==> src/rtl/jtag_port_pkg.sv <==
`timescale 1ns/1ps
// Shared types and constants for the JTAG debug port: TAP states,
// command opcodes and status word bit positions.
package jtag_port_pkg;

  typedef enum logic [2:0] {
    ST_IDLE   = 3'd0,
    ST_ISEL   = 3'd1,
    ST_DSEL   = 3'd2,
    ST_ISHIFT = 3'd3,
    ST_DSHIFT = 3'd4,
    ST_UPDATE = 3'd5
  } jtag_state_e;

  localparam int unsigned CMD_NOP       = 0;
  localparam int unsigned CMD_SET_ADDR  = 1;
  localparam int unsigned CMD_READ      = 2;
  localparam int unsigned CMD_WRITE     = 3;
  localparam int unsigned CMD_SCAN      = 4;
  localparam int unsigned CMD_SPI       = 5;
  localparam int unsigned CMD_PAUSE     = 6;
  localparam int unsigned CMD_RUN       = 7;
  localparam int unsigned CMD_READ_INC  = 8;
  localparam int unsigned CMD_WRITE_INC = 9;

  localparam int unsigned STAT_BOOTED = 0;
  localparam int unsigned STAT_PAUSED = 1;
  localparam int unsigned STAT_BUSY   = 2;
  localparam int unsigned STAT_ERR    = 3;

endpackage

==> src/rtl/jtag_pin_sync.sv <==
`timescale 1ns/1ps
// Pin synchroniser for TCK/TMS/TDI with registered TCK edge pulses.
// TMS/TDI get one extra flop so they stay aligned with the edge pulses.
module jtag_pin_sync #(
  parameter int SYNC_STAGES = 2
) (
  input  logic clk,
  input  logic rst,
  input  logic tck_i,
  input  logic tms_i,
  input  logic tdi_i,
  output logic tck_rise_o,
  output logic tck_fall_o,
  output logic tms_o,
  output logic tdi_o
);

  logic [SYNC_STAGES-1:0] tck_sq, tms_sq, tdi_sq;
  logic tck_prev_q, rise_q, fall_q, tms_q, tdi_q;

  always_ff @(posedge clk or posedge rst) begin
    if (rst) begin
      tck_sq     <= '0;
      tms_sq     <= '0;
      tdi_sq     <= '0;
      tck_prev_q <= 1'b0;
      rise_q     <= 1'b0;
      fall_q     <= 1'b0;
      tms_q      <= 1'b0;
      tdi_q      <= 1'b0;
    end else begin
      tck_sq     <= {tck_sq[SYNC_STAGES-2:0], tck_i};
      tms_sq     <= {tms_sq[SYNC_STAGES-2:0], tms_i};
      tdi_sq     <= {tdi_sq[SYNC_STAGES-2:0], tdi_i};
      tck_prev_q <= tck_sq[SYNC_STAGES-1];
      rise_q     <= tck_sq[SYNC_STAGES-1] & ~tck_prev_q;
      fall_q     <= ~tck_sq[SYNC_STAGES-1] & tck_prev_q;
      tms_q      <= tms_sq[SYNC_STAGES-1];
      tdi_q      <= tdi_sq[SYNC_STAGES-1];
    end
  end

  assign tck_rise_o = rise_q;
  assign tck_fall_o = fall_q;
  assign tms_o      = tms_q;
  assign tdi_o      = tdi_q;

endmodule

==> src/rtl/jtag_port_ctrl.sv <==
`timescale 1ns/1ps
// Debug port controller: IR/DR shift FSM clocked by oversampled TCK,
// executing debug commands onto a req/ack memory bus.
//   state  | meaning
//   IDLE   | waiting for a scan to start
//   ISEL   | choose IR scan (TMS=0) or go to DR select
//   DSEL   | choose DR scan (TMS=0) or back to idle
//   ISHIFT | shifting IR, status captured on entry
//   DSHIFT | shifting DR
//   UPDATE | command in IR executes once
module jtag_port_ctrl
  import jtag_port_pkg::*;
#(
  parameter int IR_WIDTH    = 8,
  parameter int DR_WIDTH    = 16,
  parameter int ADDR_WIDTH  = 16,
  parameter int SYNC_STAGES = 2
) (
  input  logic                  clk,
  input  logic                  rst,
  input  logic                  jtag_tck,
  input  logic                  jtag_tms,
  input  logic                  jtag_tdi,
  output logic                  jtag_tdo,
  input  logic                  is_booted,
  input  logic                  is_paused,
  output logic                  mem_req,
  output logic                  mem_we,
  output logic [ADDR_WIDTH-1:0] mem_addr,
  output logic [DR_WIDTH-1:0]   mem_wdata,
  input  logic [DR_WIDTH-1:0]   mem_rdata,
  input  logic                  mem_ack,
  output logic                  en_scan_relay,
  output logic                  en_spi_relay,
  output logic                  req_pause,
  output logic                  req_run
);

  logic tck_rise, tck_fall, tms_s, tdi_s;

  jtag_pin_sync #(.SYNC_STAGES(SYNC_STAGES)) u_sync (
    .clk        (clk),
    .rst        (rst),
    .tck_i      (jtag_tck),
    .tms_i      (jtag_tms),
    .tdi_i      (jtag_tdi),
    .tck_rise_o (tck_rise),
    .tck_fall_o (tck_fall),
    .tms_o      (tms_s),
    .tdi_o      (tdi_s)
  );

  jtag_state_e           state_q, state_d;
  logic [IR_WIDTH-1:0]   ir_q, ir_d, status_w;
  logic [DR_WIDTH-1:0]   dr_q, dr_d, wdata_q, wdata_d;
  logic [ADDR_WIDTH-1:0] addr_q, addr_d;
  logic err_q, err_d, req_q, req_d, we_q, we_d, inc_q, inc_d;
  logic tdo_q, tdo_d, scan_q, scan_d, spi_q, spi_d;
  logic pause_q, pause_d, run_q, run_d, exec_q, exec_d;
  logic in_control, cmd_known, cmd_allowed;

  assign in_control = is_booted & is_paused;

  always_comb begin
    cmd_known   = 1'b1;
    cmd_allowed = in_control;
    case (ir_q)
      IR_WIDTH'(CMD_NOP):   cmd_allowed = 1'b1;
      IR_WIDTH'(CMD_PAUSE): cmd_allowed = is_booted;
      IR_WIDTH'(CMD_SET_ADDR), IR_WIDTH'(CMD_READ), IR_WIDTH'(CMD_WRITE),
      IR_WIDTH'(CMD_SCAN), IR_WIDTH'(CMD_SPI), IR_WIDTH'(CMD_RUN),
      IR_WIDTH'(CMD_READ_INC), IR_WIDTH'(CMD_WRITE_INC): cmd_allowed = in_control;
      default: begin
        cmd_known   = 1'b0;
        cmd_allowed = 1'b0;
      end
    endcase
    if (req_q && ir_q != IR_WIDTH'(CMD_NOP)) cmd_allowed = 1'b0;

    status_w              = '0;
    status_w[STAT_ERR]    = err_q;
    status_w[STAT_BUSY]   = req_q;
    status_w[STAT_PAUSED] = is_paused;
    status_w[STAT_BOOTED] = is_booted;
  end

  always_comb begin
    state_d = state_q;
    ir_d    = ir_q;
    dr_d    = dr_q;
    addr_d  = addr_q;
    err_d   = err_q;
    req_d   = req_q;
    we_d    = we_q;
    wdata_d = wdata_q;
    inc_d   = inc_q;
    tdo_d   = tdo_q;
    scan_d  = scan_q;
    spi_d   = spi_q;
    pause_d = 1'b0;
    run_d   = 1'b0;
    exec_d  = 1'b0;

    if (tck_rise) begin
      case (state_q)
        ST_IDLE: if (!tms_s) state_d = ST_ISEL;
        ST_ISEL: begin
          if (!tms_s) begin
            state_d = ST_ISHIFT;
            ir_d    = status_w;
            err_d   = 1'b0;
          end else begin
            state_d = ST_DSEL;
          end
        end
        ST_DSEL: state_d = tms_s ? ST_IDLE : ST_DSHIFT;
        ST_ISHIFT: begin
          ir_d = {ir_q[IR_WIDTH-2:0], tdi_s};
          if (tms_s) begin
            state_d = ST_UPDATE;
            exec_d  = 1'b1;
          end
        end
        ST_DSHIFT: begin
          dr_d = {dr_q[DR_WIDTH-2:0], tdi_s};
          if (tms_s) begin
            state_d = ST_UPDATE;
            exec_d  = 1'b1;
          end
        end
        default: state_d = ST_IDLE;
      endcase
    end

    if (tck_fall) begin
      if (state_q == ST_ISHIFT)      tdo_d = ir_q[IR_WIDTH-1];
      else if (state_q == ST_DSHIFT) tdo_d = dr_q[DR_WIDTH-1];
      else                           tdo_d = 1'b0;
    end

    if (exec_q) begin
      if (!cmd_known || !cmd_allowed) begin
        err_d = 1'b1;
      end else begin
        scan_d = 1'b0;
        spi_d  = 1'b0;
        case (ir_q)
          IR_WIDTH'(CMD_SET_ADDR): addr_d = dr_q[ADDR_WIDTH-1:0];
          IR_WIDTH'(CMD_READ), IR_WIDTH'(CMD_READ_INC): begin
            req_d = 1'b1;
            we_d  = 1'b0;
            inc_d = (ir_q == IR_WIDTH'(CMD_READ_INC));
          end
          IR_WIDTH'(CMD_WRITE), IR_WIDTH'(CMD_WRITE_INC): begin
            req_d   = 1'b1;
            we_d    = 1'b1;
            wdata_d = dr_q;
            inc_d   = (ir_q == IR_WIDTH'(CMD_WRITE_INC));
          end
          IR_WIDTH'(CMD_SCAN):  scan_d  = 1'b1;
          IR_WIDTH'(CMD_SPI):   spi_d   = 1'b1;
          IR_WIDTH'(CMD_PAUSE): pause_d = 1'b1;
          IR_WIDTH'(CMD_RUN):   run_d   = 1'b1;
          default: ;
        endcase
      end
    end

    // Ack completion is applied last so it overrides a concurrent DR shift.
    if (mem_ack && req_q) begin
      req_d = 1'b0;
      if (!we_q) dr_d = mem_rdata;
      if (inc_q) addr_d = addr_q + ADDR_WIDTH'(1);
    end
  end

  always_ff @(posedge clk or posedge rst) begin
    if (rst) begin
      state_q <= ST_IDLE;
      ir_q    <= '0;
      dr_q    <= '0;
      addr_q  <= '0;
      wdata_q <= '0;
      err_q   <= 1'b0;
      req_q   <= 1'b0;
      we_q    <= 1'b0;
      inc_q   <= 1'b0;
      tdo_q   <= 1'b0;
      scan_q  <= 1'b0;
      spi_q   <= 1'b0;
      pause_q <= 1'b0;
      run_q   <= 1'b0;
      exec_q  <= 1'b0;
    end else begin
      state_q <= state_d;
      ir_q    <= ir_d;
      dr_q    <= dr_d;
      addr_q  <= addr_d;
      wdata_q <= wdata_d;
      err_q   <= err_d;
      req_q   <= req_d;
      we_q    <= we_d;
      inc_q   <= inc_d;
      tdo_q   <= tdo_d;
      scan_q  <= scan_d;
      spi_q   <= spi_d;
      pause_q <= pause_d;
      run_q   <= run_d;
      exec_q  <= exec_d;
    end
  end

  assign jtag_tdo      = tdo_q;
  assign mem_req       = req_q;
  assign mem_we        = we_q;
  assign mem_addr      = addr_q;
  assign mem_wdata     = wdata_q;
  assign en_scan_relay = scan_q;
  assign en_spi_relay  = spi_q;
  assign req_pause     = pause_q;
  assign req_run       = run_q;

endmodule

==> config.mk <==
export PLATFORM = sky130hd
export DESIGN_NAME = jtag_port_ctrl
export DESIGN_NICKNAME = d
export VERILOG_FILES = /design/src/rtl/jtag_port_pkg.sv /design/src/rtl/jtag_pin_sync.sv /design/src/rtl/jtag_port_ctrl.sv
export SDC_FILE = /design/constraint.sdc
export NUM_CORES = 1
export LEC_CHECK = 0
export CAP_MARGIN = 10
export CORE_ASPECT_RATIO = 0.6
export CORE_MARGIN = 3
export CORE_UTILIZATION = 45
export DETAILED_ROUTE_END_ITERATION = 8
export PLACE_DENSITY = 0.65
export SLEW_MARGIN = 0
export SYNTH_ARGS = -nofsm -noshare
export SYNTH_HDL_FRONTEND = slang
export SYNTH_HIERARCHICAL = 1
export SYNTH_SLANG_ARGS = --single-unit
==> constraint.sdc <==
create_clock -name clk -period 5.2 [get_ports clk]
set_clock_uncertainty 0.15 [all_clocks]
set_input_delay 0.78 -clock clk [delete_from_list [all_inputs] [get_ports clk]]
set_output_delay 0.78 -clock clk [all_outputs]
set_load 0.02 [all_outputs]
Word-level counts from Yosys, hierarchy flattened
Cells that the tools add are included.
W data, S select, Z words.
{ "word_totals": {"reg_bits": 80, "in_bits": 24, "output_inout_bits": 39, "word_cells": 114} }
{ "op_classes": {"add_sub_neg": 1, "eq_ne": 17, "n_mux": 43, "n_bitwise": 6, "n_reduce_logical": 24} }
{ "op_table": {"columns": ["op", "n"], "rows": [
  ["$mux W16", 9],
  ["$eq A8 B3 Y1 const B", 4],
  ["$mux W1", 25],
  ["$add A16 B1 Y16 const B", 1],
  ["$eq A8 B2 Y1 const B", 2],
  ["$eq A8 B4 Y1 const B", 2],
  ["$pmux W8 S2", 1],
  ["$reduce_and A3 Y1", 5],
  ["$pmux W3 S4", 1],
  ["$reduce_or A10 Y1", 1],
  ["$mux W3", 3],
  ["$eq A8 B1 Y1 const B", 1],
  ["$logic_not A8 Y1", 1],
  ["$mux W8", 1],
  ["$reduce_bool A2 Y1", 4],
  ["$reduce_bool A8 Y1", 1],
  ["$reduce_or A8 Y1", 1],
  ["$eq A3 B2 Y1 const B", 2],
  ["$reduce_or A2 Y1", 3],
  ["$ne A2 B1 Y1 const B", 2],
  ["$ne A2 B2 Y1 const B", 2],
  ["$pmux W1 S2", 2],
  ["$reduce_or A4 Y1", 1],
  ["$and A1 B1 Y1", 3],
  ["9 further kinds", 13]
]} }

Longest topological paths before layout
{ "logic_depth": {"depth_word": 10, "depth_mapped": 7, "ltp_nobuf": 5} }

Modules after synthesis
The synthesis kept the hierarchy.
{ "modules_own_cells": {"columns": ["module", "instances", "cells_each", "area_each_um2", "seq_area_each_um2"], "rows": [
  ["jtag_port_ctrl", 1, 348, 3479.6, 1726.7],
  ["jtag_pin_sync", 1, 14, 294.0, 275.3]
]} }

Worst setup path after synthesis
OpenSTA, ideal clock, no wires.
{ "synth_path": {"path_type": "reg-to-reg", "from": "register ir_q[4]", "to": "register addr_q[2], in the netlist mem_addr[2]", "setup_time_ps": 123, "arrival_time_ps": 1978, "t_required_ps": 4927, "path_slack_ps": 2950, "stages_incl_launch_ff": 6, "path_buffers": 2, "period_less_slack_ps": 2250, "cell_sequence": "dfrtp_1 -> or4_1 -> buf_2 -> or4_4 -> buf_6 -> o221a_2"} }
{ "synth_between": {"elab_chain_len": 10, "word_cells_on_any_way": 25, "cone_classes": "9 x eq/ne; 8 x mux; 8 x reduce/logical"} }
{ "synth_lines": {"columns": ["item", "line_no", "rtl"], "rows": [
  ["from (decl)", "jtag_port_ctrl.sv:54", "logic [IR_WIDTH-1:0] ir_q, ir_d, status_w;"],
  ["from (signal assigned)", "jtag_port_ctrl.sv:196", "ir_q <= ir_d;"],
  ["$eq A8 B4 Y1 (tied with other cells)", "jtag_port_ctrl.sv:67", "case (ir_q)"],
  ["$reduce_or A8 Y1", null, null],
  ["$pmux W1 S3", "jtag_port_ctrl.sv:67", null],
  ["$mux W1", "jtag_port_ctrl.sv:78", "if (req_q && ir_q != IR_WIDTH'(CMD_NOP)) cmd_allowed = 1'b0;"],
  ["$logic_not A1 Y1", "jtag_port_ctrl.sv:142", "if (!cmd_known || !cmd_allowed) begin"],
  ["$logic_or A1 B1 Y1", "jtag_port_ctrl.sv:142", null],
  ["$mux W16 *", "jtag_port_ctrl.sv:142", null],
  ["$mux W16 *", "jtag_port_ctrl.sv:141", "if (exec_q) begin"],
  ["$mux W16", "jtag_port_ctrl.sv:173", "if (inc_q) addr_d = addr_q + ADDR_WIDTH'(1);"],
  ["$mux W16 *", "jtag_port_ctrl.sv:170", "if (mem_ack && req_q) begin"],
  ["named net addr_d[2]", "jtag_port_ctrl.sv:56", "logic [ADDR_WIDTH-1:0] addr_q, addr_d;"],
  ["to (signal assigned)", "jtag_port_ctrl.sv:198", "addr_q <= addr_d;"],
  ["to (decl)", "jtag_port_ctrl.sv:56", null]
]} }
Mark *: on every way through the listed nets, which the timed path passes. The rest lies on a longest branch.
A chain may end at the register's enable or synchronous reset.

Final worst setup path
{ "layout_path": {"from": "input port mem_ack", "to": "register addr_q[9], in the netlist mem_addr[9]"} }
{ "layout_between": {"elab_chain_len": 2} }
{ "layout_lines": {"columns": ["item", "line_no", "rtl"], "rows": [
  ["from (decl)", "jtag_port_ctrl.sv:32", "input logic mem_ack,"],
  ["$logic_and A1 B1 Y1", "jtag_port_ctrl.sv:170", null],
  ["$mux W16", "jtag_port_ctrl.sv:170", null],
  ["named net addr_d[9]", "jtag_port_ctrl.sv:56", null]
]} }
The timed path passes the listed nets, and every way through them passes these cells.

==> impl_results.md <==
- Status: finished clean
- #FFs+latches synth: 80
- VDD IR max: 0.201 mV
- Setup Viol. Count Final: 0
- Via Count: 3081
- Num CTS Buffers: 9
- Gp weighted congestion: 0.917
- Initial DRC Count: 344
- Core area: 0.00801 mm²
- Post-route ant nets: 0
- Post_cts resized: 0
- Die Width: 124 µm
- Origin of the critical flop-to-flop path: ir_q[4]$_DFFE_PP0P_
- Pre-antenna DRT Iters: 5
- Initial Utilization: 47.1%
- Register area share after synthesis: 53.1%
- Vias per cell: 5.82
- Setup Total Neg Slack: 0 ns
- Fraction of layout cells with a size suffix above 1: 10.7%
- Final period util: 50.8%
- Die area: 0.00956 mm²
- Worst Max-Slew Pin Slew: 1.16 ns
- Clk_lat worst skew: 0.34 ns
- Layout Nets: 441
- Fin Hold WS: 0.201 ns
- Total power: 2.25 mW
- Setup crit end kind: flip-flop
- DP HPWL: 6500 µm
- Worst-path fanout max: 17
- Reg-to-reg setup timing slack: 2.59 ns
- Max Buffers Root-to-Sink: 2
- Leak: 1.99 nW
- I/O pin cnt: 63
- Hold Crit Class: reg -> reg
- CTS H-tree lvls: 3
- Reg-to-reg endpoint: mem_wdata[11]$_DFFE_PP0P_
- Yosys cell types: 54
- Vias in the first global route: 2820
- Final Instance Area: 0.00474 mm²
- Ys flop type: dfrtp_1
- Area of the multi-input gates: 0.00164 mm²
- FP Rows: 25
- GRT Resource Usage Total: 20.3%
- Hold Crit Endpoint: u_sync/tdi_sq[1]$_DFF_PP0_
- DP Worst Slack: 2.28 ns
- RSZ-0062 raised after global routing: no
- Required @ worst endpoint: 5.29 ns
- DP Area: 0.00445 mm²
- Post-synth EDFFs: 0
- First-pass GRT wire length: 15100 µm
- Clock root cell: clkbuf_16
- Max Clk Rate: 379 MHz
- Synth Instances: 362
- Syn-to-layout area delta: 25.6%
- Synth Warn #: 6
- Final Hold Fails: 0
- Largest net degree at the start of global routing: 49
- Max-slew headroom: 22.3%
- Crit path DAT: 2.73 ns
- Minimum clock period: 2.64 ns
- Slew Limit Fails: 0
- Initial antenna violation count: 0
- CTS tree: yes
- Clock Sinks: 80
- Hold Crit Start: u_sync/tdi_sq[0]$_DFF_PP0_
- Setup Buffers After CTS: 0
- Crit start category: primary input
- Fillcell total: 709
- Fin cells: 529
- Die height: 76.9 µm
- Detailed Route WL: 9250 µm
- Placed insts: 513
- Register area: 0.00200 mm²
- Drt wl/cell: 17.5 µm
- Synth Area per Inst: 10.4 µm²
- Max-cap violations: 0
- Number of buffers added on ports: 62
- Fin util: 59.2%
- Syn Nets: 387
- Remaining Overflow, GRT: 0
- Ys async rst share: 100%
- Hold path depth: 0
- # DRC: 0
- Power Dens Cells: 475 mW/mm²
- Ant diodes: 0
- Final worst slack: 2.56 ns
- FF-to-FF path depth: 4
- CTS Hold Buffers Added: 0
- CP Launch Point: mem_ack
- Synth Cell Area: 0.00377 mm²
- Crit Path Class: in -> reg
- Reg clk slew, reported paths: 0.07 ns
==> kinds of logic (layout without fill, tap and decap cells) <==
kind of cell             after synthesis  count (layout)  share of synthesized area, %
XOR/XNOR                               2               2                         0.464
flip-flops                            80              80                          53.1
multiplexers                          36              36                          10.1
buffers and inverters                 32              91                          3.55
AND/OR/NAND/NOR                      134             134                          18.6
AO/OA/AOI/OAI                         77              77                          13.9
adder cells (fa/ha/maj)                1               1                         0.332
==> Yosys cell counts (all sizes together) (2+ instances only) <==
master  number  area (µm²)
a211oi       2        15.0
a21oi       28         148
a31oi        7        43.8
a32o         4        40.0
a41oi        3        26.3
and3         6        37.5
and4         2        17.5
and4b        2        20.0
buf          7        40.0
clkbuf      13        48.8
dfrtp       80        2000
inv         12        45.0
mux2        18         203
mux2i       18         180
nand2       26        97.6
nand2b       2        12.5
nand3       10        55.1
nand3b       2        15.0
nand4        8        50.1
nor2        37         139
nor2b        6        37.5
nor3        14        75.1
nor4         8        56.3
o211a        3        30.0
o211ai       3        22.5
o21ai       11        55.1
o221a        3        33.8
o221ai       2        17.5
o22ai        3        18.8
or4          5        41.3
xnor2        2        17.5
==> flip-flops by register name (all words and copies together), names as in the netlist, 2 cells and up <==
signal / cells
dr_q: 16
mem_addr: 16
mem_wdata: 16
ir_q: 8
state_q: 3
u_sync/tck_sq: 2
u_sync/tdi_sq: 2
u_sync/tms_sq: 2
==> cell usage in the layout (no fill, tap or decap), types with 2 or more instances in the layout <==
cell,synthesis,final
o211a_1,3,3
and3_1,6,6
dfrtp_1,80,80
a32o_1,4,4
a31oi_1,7,7
a211oi_1,2,2
xnor2_1,2,2
o21ai_0,11,11
nor2b_1,6,6
clkbuf_16,0,9
a21oi_1,26,26
nand3_1,9,9
nand2_1,26,26
and4_1,2,2
mux2i_1,18,18
nand2b_1,2,2
o221a_1,2,2
a41oi_1,3,3
inv_1,12,11
inv_6,0,5
nor3_1,13,13
o211ai_1,3,3
or4_1,4,4
and4b_1,2,2
o22ai_1,3,3
nand3b_1,2,2
a21oi_2,2,2
clkdlybuf4s50_1,0,62
o221ai_1,2,2
nor4_1,7,7
mux2_2,18,18
nor2_1,37,37
nand4_1,8,8
inv_8,0,2
==> cell type report <==
type | count | share of cell area [%]
flip-flops and latches | 80 | 42.2
multi-input cells | 250 | 34.6
repair buffers | 63 | 13.3
clock buffers | 9 | 4.75
well taps | 108 | 2.85
clock inverters | 7 | 1.40
inverters | 12 | 0.950
==> where the power goes <==
part | switching [mW] | total [mW] | leakage, nW | internal [mW]
combinational | 0.296 | 0.617 | 0.864 | 0.321
sequential | 0.230 | 1.01 | 0.982 | 0.782
clock | 0.284 | 0.623 | 0.146 | 0.339
total | 0.810 | 2.25 | 1.99 | 1.44
==> worst max-delay path, stage by stage <==
cell,delay (ns)
clkdlybuf4s50_1,0.56
nand3_1,0.51
nor4_1,0.54
nor3_1,0.09
a211oi_1,0.25
==> routing by layer <==
layer | part of all wire [%] | up-vias | routed length (µm) | track usage (%)
met3 | 7.3 | 10 | 679 | 6.61
met4 | 1.1 | 0 | 102 | 6.35
met2 | 38 | 134 | 3490 | 24.6
li1 | - | 1441 | - | -
met5 | 0 | - | 0 | 0
met1 | 54 | 1496 | 4980 | 33.0
==> how the worst max path moves through the flow <==
stage,endpoint,slack [ns],cells past startpoint
floorplan,dr_q[0]$_DFF_PP0_,2.53,1
global placement,mem_addr[2]$_DFF_PP0_,2.37,5
detailed placement,mem_addr[9]$_DFF_PP0_,2.28,5
CTS,mem_wdata[11]$_DFFE_PP0P_,2.61,4
global route,mem_addr[9]$_DFF_PP0_,2.39,5
finish,mem_addr[9]$_DFF_PP0_,2.56,5
Note: power is estimated with default switching activity, not from simulation.
